### config.mk
export PLATFORM = sky130hd
export DESIGN_NAME = decode_queue
export DESIGN_NICKNAME = d
export VERILOG_FILES = /design/src/rtl/decode_queue.sv
export SDC_FILE = /design/constraint.sdc
export NUM_CORES = 1
export LEC_CHECK = 0
export BUFFER_PORTS_ARGS = -buffer_cell sky130_fd_sc_hd__buf_2
export CAP_MARGIN = 20
export CORE_MARGIN = 2
export CORE_UTILIZATION = 57
export CTS_CLUSTER_SIZE = 25
export DETAILED_ROUTE_END_ITERATION = 12
export PLACE_DENSITY = 0.78
export REMOVE_ABC_BUFFERS = 1
export SLEW_MARGIN = 0
export SYNTH_ARGS = -nofsm -noshare
export SYNTH_HDL_FRONTEND = slang
export SYNTH_SLANG_ARGS = --single-unit
### constraint.sdc
create_clock -name clk -period 4 [get_ports clk]
set_input_delay 0.2 -clock clk [delete_from_list [all_inputs] [get_ports clk]]
set_output_delay 0.2 -clock clk [all_outputs]
set_load 0.01 [all_outputs]
### src/rtl/decode_queue.sv
// RV32I decode stage with a DEPTH-entry decoded-instruction queue.
// Instructions are decoded combinationally at the fetch side. The decoded
// record is stored at the push edge and presented to dispatch from the head.

package decode_queue_pkg;
  localparam int CLASS_OP_W = 7;
  localparam int NEWOP_W    = 6;
  localparam int REG_SEL_W  = 5;

  // OP_NOP is encoding 0, so an all-zero record reads as a NOP.
  typedef enum logic [NEWOP_W-1:0] {
    OP_NOP, OP_LUI, OP_AUIPC, OP_JAL, OP_JALR,
    OP_BEQ, OP_BNE, OP_BLT, OP_BGE, OP_BLTU, OP_BGEU,
    OP_LB, OP_LH, OP_LW, OP_LBU, OP_LHU,
    OP_SB, OP_SH, OP_SW,
    OP_ADD, OP_SUB, OP_SLL, OP_SLT, OP_SLTU, OP_XOR,
    OP_SRL, OP_SRA, OP_OR, OP_AND
  } newop_e;

  localparam logic [6:0] OPC_LUI    = 7'b0110111;
  localparam logic [6:0] OPC_AUIPC  = 7'b0010111;
  localparam logic [6:0] OPC_JAL    = 7'b1101111;
  localparam logic [6:0] OPC_JALR   = 7'b1100111;
  localparam logic [6:0] OPC_BRANCH = 7'b1100011;
  localparam logic [6:0] OPC_LOAD   = 7'b0000011;
  localparam logic [6:0] OPC_STORE  = 7'b0100011;
  localparam logic [6:0] OPC_OP_IMM = 7'b0010011;
  localparam logic [6:0] OPC_OP     = 7'b0110011;
endpackage

module decode_queue
  import decode_queue_pkg::*;
#(
  parameter int XLEN  = 32,
  parameter int DEPTH = 4,
  parameter int PTR_W = $clog2(DEPTH)
) (
  input  logic                  clk,
  input  logic                  rst,
  input  logic                  flush,
  input  logic                  in_valid,
  output logic                  in_ready,
  input  logic [31:0]           in_inst,
  input  logic [XLEN-1:0]       in_pc,
  output logic                  out_valid,
  input  logic                  out_ready,
  output logic [CLASS_OP_W-1:0] classop_out,
  output logic [NEWOP_W-1:0]    newop_out,
  output logic [XLEN-1:0]       pc_out,
  output logic [REG_SEL_W-1:0]  rs1_out,
  output logic [REG_SEL_W-1:0]  rs2_out,
  output logic [REG_SEL_W-1:0]  rd_out,
  output logic [XLEN-1:0]       imm_out,
  output logic                  wr_rd_out,
  output logic                  lock_prefix,
  output logic                  illegal_out,
  output logic [PTR_W:0]        count
);

  typedef struct packed {
    logic [CLASS_OP_W-1:0] classop;
    newop_e                newop;
    logic [XLEN-1:0]       pc;
    logic [REG_SEL_W-1:0]  rs1;
    logic [REG_SEL_W-1:0]  rs2;
    logic [REG_SEL_W-1:0]  rd;
    logic [XLEN-1:0]       imm;
    logic                  wr_rd;
    logic                  lock;
    logic                  illegal;
  } entry_t;

  logic [6:0]      opcode;
  logic [2:0]      funct3;
  logic [6:0]      funct7;
  logic            f7_ok;
  logic [XLEN-1:0] imm_i, imm_s, imm_b, imm_u, imm_j, imm_sh;
  entry_t          dec;

  entry_t          mem_q [DEPTH];
  entry_t          head_entry;
  logic [PTR_W-1:0] head_q, head_d, tail_q, tail_d;
  logic [PTR_W:0]   count_q, count_d;
  logic             push, pop;

  assign opcode = in_inst[6:0];
  assign funct3 = in_inst[14:12];
  assign funct7 = in_inst[31:25];
  assign f7_ok  = (funct7 == 7'h00) || (funct7 == 7'h20);

  // Format immediates; $signed then size-cast sign-extends to XLEN.
  assign imm_i  = XLEN'($signed(in_inst[31:20]));
  assign imm_s  = XLEN'($signed({in_inst[31:25], in_inst[11:7]}));
  assign imm_b  = XLEN'($signed({in_inst[31], in_inst[7], in_inst[30:25], in_inst[11:8], 1'b0}));
  assign imm_u  = XLEN'($signed({in_inst[31:12], 12'b0}));
  assign imm_j  = XLEN'($signed({in_inst[31], in_inst[19:12], in_inst[20], in_inst[30:21], 1'b0}));
  assign imm_sh = XLEN'(in_inst[24:20]);

  // Combinational decode of the incoming instruction into a queue record.
  // NOTE: every field gets a default before the case so no latch is inferred.
  always_comb begin
    dec         = '0;
    dec.classop = opcode;
    dec.pc      = in_pc;
    dec.rs1     = in_inst[19:15];
    dec.rs2     = in_inst[24:20];
    dec.rd      = in_inst[11:7];
    dec.lock    = ~(in_inst[4] | in_inst[6]);
    dec.newop   = OP_NOP;
    dec.illegal = 1'b0;
    case (opcode)
      OPC_LUI, OPC_AUIPC: begin
        dec.newop = (opcode == OPC_LUI) ? OP_LUI : OP_AUIPC;
        dec.imm   = imm_u;
        dec.rs1   = '0;
        dec.rs2   = '0;
      end
      OPC_JAL: begin
        dec.newop = OP_JAL;
        dec.imm   = imm_j;
        dec.rs1   = '0;
        dec.rs2   = '0;
      end
      OPC_JALR: begin
        dec.newop = OP_JALR;
        dec.imm   = imm_i;
        dec.rs2   = '0;
      end
      OPC_BRANCH: begin
        dec.imm = imm_b;
        dec.rd  = '0;
        case (funct3)
          3'd0:    dec.newop = OP_BEQ;
          3'd1:    dec.newop = OP_BNE;
          3'd4:    dec.newop = OP_BLT;
          3'd5:    dec.newop = OP_BGE;
          3'd6:    dec.newop = OP_BLTU;
          3'd7:    dec.newop = OP_BGEU;
          default: dec.illegal = 1'b1;
        endcase
      end
      OPC_LOAD: begin
        dec.imm = imm_i;
        dec.rs2 = '0;
        case (funct3)
          3'd0:    dec.newop = OP_LB;
          3'd1:    dec.newop = OP_LH;
          3'd2:    dec.newop = OP_LW;
          3'd4:    dec.newop = OP_LBU;
          3'd5:    dec.newop = OP_LHU;
          default: dec.illegal = 1'b1;
        endcase
      end
      OPC_STORE: begin
        dec.imm = imm_s;
        dec.rd  = '0;
        case (funct3)
          3'd0:    dec.newop = OP_SB;
          3'd1:    dec.newop = OP_SH;
          3'd2:    dec.newop = OP_SW;
          default: dec.illegal = 1'b1;
        endcase
      end
      OPC_OP_IMM, OPC_OP: begin
        // OP-IMM and OP share ALU ops; only OP uses funct7 to pick SUB.
        if (opcode == OPC_OP_IMM) begin
          dec.rs2 = '0;
          dec.imm = (funct3 == 3'd1 || funct3 == 3'd5) ? imm_sh : imm_i;
        end
        case (funct3)
          3'd0:    dec.newop = (opcode == OPC_OP && funct7[5]) ? OP_SUB : OP_ADD;
          3'd1:    dec.newop = OP_SLL;
          3'd2:    dec.newop = OP_SLT;
          3'd3:    dec.newop = OP_SLTU;
          3'd4:    dec.newop = OP_XOR;
          3'd5:    dec.newop = funct7[5] ? OP_SRA : OP_SRL;
          3'd6:    dec.newop = OP_OR;
          default: dec.newop = OP_AND;
        endcase
        if (!f7_ok && (opcode == OPC_OP || funct3 == 3'd1 || funct3 == 3'd5))
          dec.illegal = 1'b1;
      end
      default: dec.illegal = 1'b1;
    endcase
    if (dec.illegal) dec.newop = OP_NOP;
    dec.wr_rd = !dec.illegal && (opcode != OPC_STORE) && (opcode != OPC_BRANCH)
                && (in_inst != 32'h0000_0013);
  end

  assign in_ready  = (count_q != (PTR_W+1)'(DEPTH));
  assign out_valid = (count_q != '0);
  assign push      = in_valid & in_ready & ~flush;
  assign pop       = out_valid & out_ready & ~flush;

  // Next-state for pointers and occupancy; flush overrides push and pop.
  always_comb begin
    head_d  = head_q;
    tail_d  = tail_q;
    count_d = count_q;
    if (flush) begin
      head_d  = '0;
      tail_d  = '0;
      count_d = '0;
    end else begin
      if (push) tail_d = tail_q + PTR_W'(1);
      if (pop)  head_d = head_q + PTR_W'(1);
      if (push && !pop)      count_d = count_q + (PTR_W+1)'(1);
      else if (pop && !push) count_d = count_q - (PTR_W+1)'(1);
    end
  end

  // Pointer and occupancy registers.
  // NOTE: sequential state uses non-blocking assignments so all registers update together.
  always_ff @(posedge clk or posedge rst) begin
    if (rst) begin
      head_q  <= '0;
      tail_q  <= '0;
      count_q <= '0;
    end else begin
      head_q  <= head_d;
      tail_q  <= tail_d;
      count_q <= count_d;
    end
  end

  // Queue storage write at the push edge.
  // NOTE: storage is not reset; entries are only visible through count, so stale data never escapes.
  always_ff @(posedge clk) begin
    if (push) mem_q[tail_q] <= dec;
  end

  assign head_entry  = out_valid ? mem_q[head_q] : '0;
  assign classop_out = head_entry.classop;
  assign newop_out   = head_entry.newop;
  assign pc_out      = head_entry.pc;
  assign rs1_out     = head_entry.rs1;
  assign rs2_out     = head_entry.rs2;
  assign rd_out      = head_entry.rd;
  assign imm_out     = head_entry.imm;
  assign wr_rd_out   = head_entry.wr_rd;
  assign lock_prefix = head_entry.lock;
  assign illegal_out = head_entry.illegal;
  assign count       = count_q;

endmodule

==> key figures <==
Floorplanning
  • Effective utilization at floorplan: about three fifths
  • CORE AREA: 27000 um2
  • Y dimension of the die: 170 um
  • Row count: 60
  • Die extent in x: 170 um
  • Total Die Area: between 20000 and 30000 um2
  • Number of placed I/O pins: 169

Clocking
  • Library cell used as clock root buffer: clkbuf_16
  • Number of sinks handled by clock tree synthesis: 383
  • Number of buffers inserted during clock tree synthesis: 39
  • Latest clock arrival within the worst-skew pair: between 0.5 and 0.6 ns
  • Longest Clk Path Bufs: 3
  • Number of cells upsized or downsized after cts: 0
  • Clock transition time at the flip-flop clock pins of the worst setup and hold paths: approximately 0.070 ns
  • H-Tree Level Count: 2
  • Clock tree from TritonCTS: yes

Synthesis
  • Post-Synthesis Mean Instance Area: 18.9 um2
  • EDFF count, synth: 376
  • Most common flop cell mapped by yosys: edfxtp_1
  • Unique masters post-synth: 56
  • Fraction of the yosys area taken by sequential cells: 73.0%
  • Top cells by area in the synthesized netlist: edfxtp_1 72%, mux4_2 13%, and2_1 4.0%
  • Fraction of registers with async set/reset: 1.83%
  • Top cell type by total area after synthesis: edfxtp_1
  • Count leader, synth: edfxtp_1
  • Gate Count Post-Synth: 832
  • Area share of the largest cell type after synthesis: 71.9%
  • Top cells by instance count after synthesis: 376 x edfxtp_1, 101 x and2_1, 94 x mux4_2
  • Yosys warnings: 0
  • Syn Std Cell Area: 15700 um2
  • Number of synthesized register bits: between 300 and 400

Setup path
  • Reg2Reg Capture Point: mem_q[3][14]
  • Worst setup path class: flip-flop to output port
  • Worst reg2reg path depth: 5
  • Capturing element of the worst setup path: imm_out[24]
  • Top fanout value on the critical path: 47
  • Arrival time reported for the critical path endpoint: 2.70 ns
  • Setup slack on the worst flop-to-flop path: 1.40 ns
  • Setup crit end kind: output port
  • Origin of the critical flop-to-flop path: count[2]
  • Startpoint of the most critical setup path: head_q[1]
  • Type of element launching the critical path: flip-flop
  • Endpoint required time on the critical path: 3.80 ns

Final layout
  • Final cell count without fillers: 1410
  • Count of inserted antenna diode cells: 0
  • Share of final-layout standard cells stronger than drive strength 1: between 30% and 40%
  • Relative area change from synthesis to final layout: 18.1%
  • Core utilization of the finished layout: 68.6%
  • Nets: approximately 1100
  • Layout filler cell count: 1737

Timing
  • Final-report max-slew violation count: 0
  • Count of final setup violators: 0
  • Final setup TNS: 0 ns
  • Peak Freq: 345 MHz
  • Slew headroom: 32.6%
  • Period utilization: ~72%
  • Unrepaired setup endpoints after global routing: false
  • Clock Skews: 0.0152 ns
  • Shortest period the worst path allows: 2.90 ns
  • Transition at the pin with the smallest max-transition slack: 1.01 ns
  • Final worst-path setup slack: 1.10 ns
  • Final Hold Violating Endpoints: 0

GRT
  • Number of antenna violations at the first check in global routing: 1
  • Tot GR Track Use: 22.3%
  • Aggregate global routing overflow: 0
  • Number of global-route vias before repair: about 8700
  • Global-route wire length before repair: 48.8 mm
  • Maximum number of pins on one net before global-route repair: 97

Routing
  • Overall routed net length: 31.6 mm
  • Final antenna-violating net count: 0
  • Average vias per placed instance: 5.98
  • Drt first pass iters: 5
  • Average wire per cell in the routed design: 22.4 um
  • Remaining routing DRC violations: 0
  • Violation count after the first detailed-routing iteration: 844
  • Overall via count from detail_route: ~8400

Job
  • Total of max-cap violations: 0

Placed design
  • Final weighted congestion in routability-driven placement: about 0.9
  • Buffers added on ports: 167
  • Setup WS pre-CTS: 1.41 ns
  • Placed insts: around 1300
  • Detailed placer's ending HPWL: 18.8 mm

Power and ir drop
  • Maximum vdd drop: 0.423 mV
  • Total power divided by cell area: 612 nW/um2
  • LEAKAGE: 6.43 nW

Hold path
  • Hold Path Class: input pin to flip-flop

Status
  • Result of the run: finished, final reports clean
==> report_power, final <==
| part | total (mW) | internal, mW | switching [mW] |
|---|---|---|---|
| Combinational | 2.95 | 1.44 | 1.52 |
| Sequential | 4.84 | 4.67 | 0.175 |
| Clock | 3.55 | 2.12 | 1.44 |
==> flip-flops by register name (all words and copies together) (netlist names) <==
name    flops
mem_q     376
tail_q      2
count       3
head_q      2
==> worst min-delay path by stage <==
stage / start / to / slack (ns) / cells after the start
floorplan: rst / count[0] / 0.003 / 1
global placement: rst / count[1] / 0.15 / 2
detailed placement: rst / count[1] / 0.17 / 2
CTS: out_ready / count[2] / 0.04 / 4
global route: in_inst[2] / mem_q[0][90] / 0.07 / 1
finish: in_inst[17] / mem_q[3][20] / 0.06 / 2
==> logic make-up (layout without fill, tap and decap cells) <==
group / after synthesis / after routing / synth area share, %
AO/OA/AOI/OAI: 74 / 74 / 3.28
XOR/XNOR: 6 / 6 / 0.335
adder cells (fa/ha/maj): 5 / 5 / 0.446
buffers and inverters: 60 / 297 / 1.65
flip-flops: 383 / 383 / 73.0
multiplexers: 96 / 96 / 13.6
other: 1 / 1 / 0.0239
AND/OR/NAND/NOR: 207 / 207 / 7.67
==> layout by cell type (no fill, tap or decap), drive strengths merged, types with 6 or more instances in the layout <==
| cell type | instances |
|---|---|
| nand2 | 19 |
| inv | 8 |
| and2 | 101 |
| edfxtp | 376 |
| nand3 | 6 |
| a21o | 19 |
| nor2b | 26 |
| o21ai | 10 |
| clkinv | 20 |
| buf | 183 |
| dlygate4sd3 | 37 |
| dfrtp | 7 |
| a21oi | 16 |
| clkbuf | 44 |
| nor2 | 23 |
| mux4 | 94 |
==> per-layer routing <==
metal / GRT usage (%) / share of wire (%)
met4: 6.32 / 2.3
met5: 0 / 0.041
met3: 4.07 / 6.5
met2: 36.5 / 49
met1: 31.3 / 42
==> critical path, cell delays in order (launching register included) <==
cell and delay, ns:
dfrtp_4 0.93, buf_4 0.49, mux4_2 0.41, and2_1 0.17
buf_2 0.13
==> repair_timing <==
action / in CTS / in global routing
hold buffers: 37 / 0
endpoints found under the hold margin: 150 / 0
buffers inserted: 0 / 0
==> per-stage QoR <==
stage	instance area [um2]	hold slack, ns	power, mW
after global placement	16900	0.153	7.87
after floorplan	15500	0.00340	6.87
final	18500	0.0637	11.3
after CTS	18500	0.0448	11.5
after detailed placement	16900	0.166	7.89
after global routing	18500	0.0662	11.8
==> layout make-up <==
cell class	instances	area (um2)	share of cell area, %
multi-input cells	389	4000	21.6
well taps	341	427	2.30
inverters	8	30.0	0.162
clock inverters	25	218	1.17
clock buffers	44	1040	5.59
flip-flops and latches	383	11500	61.9
repair buffers	220	1360	7.35
(Power assumes the default switching activity.)
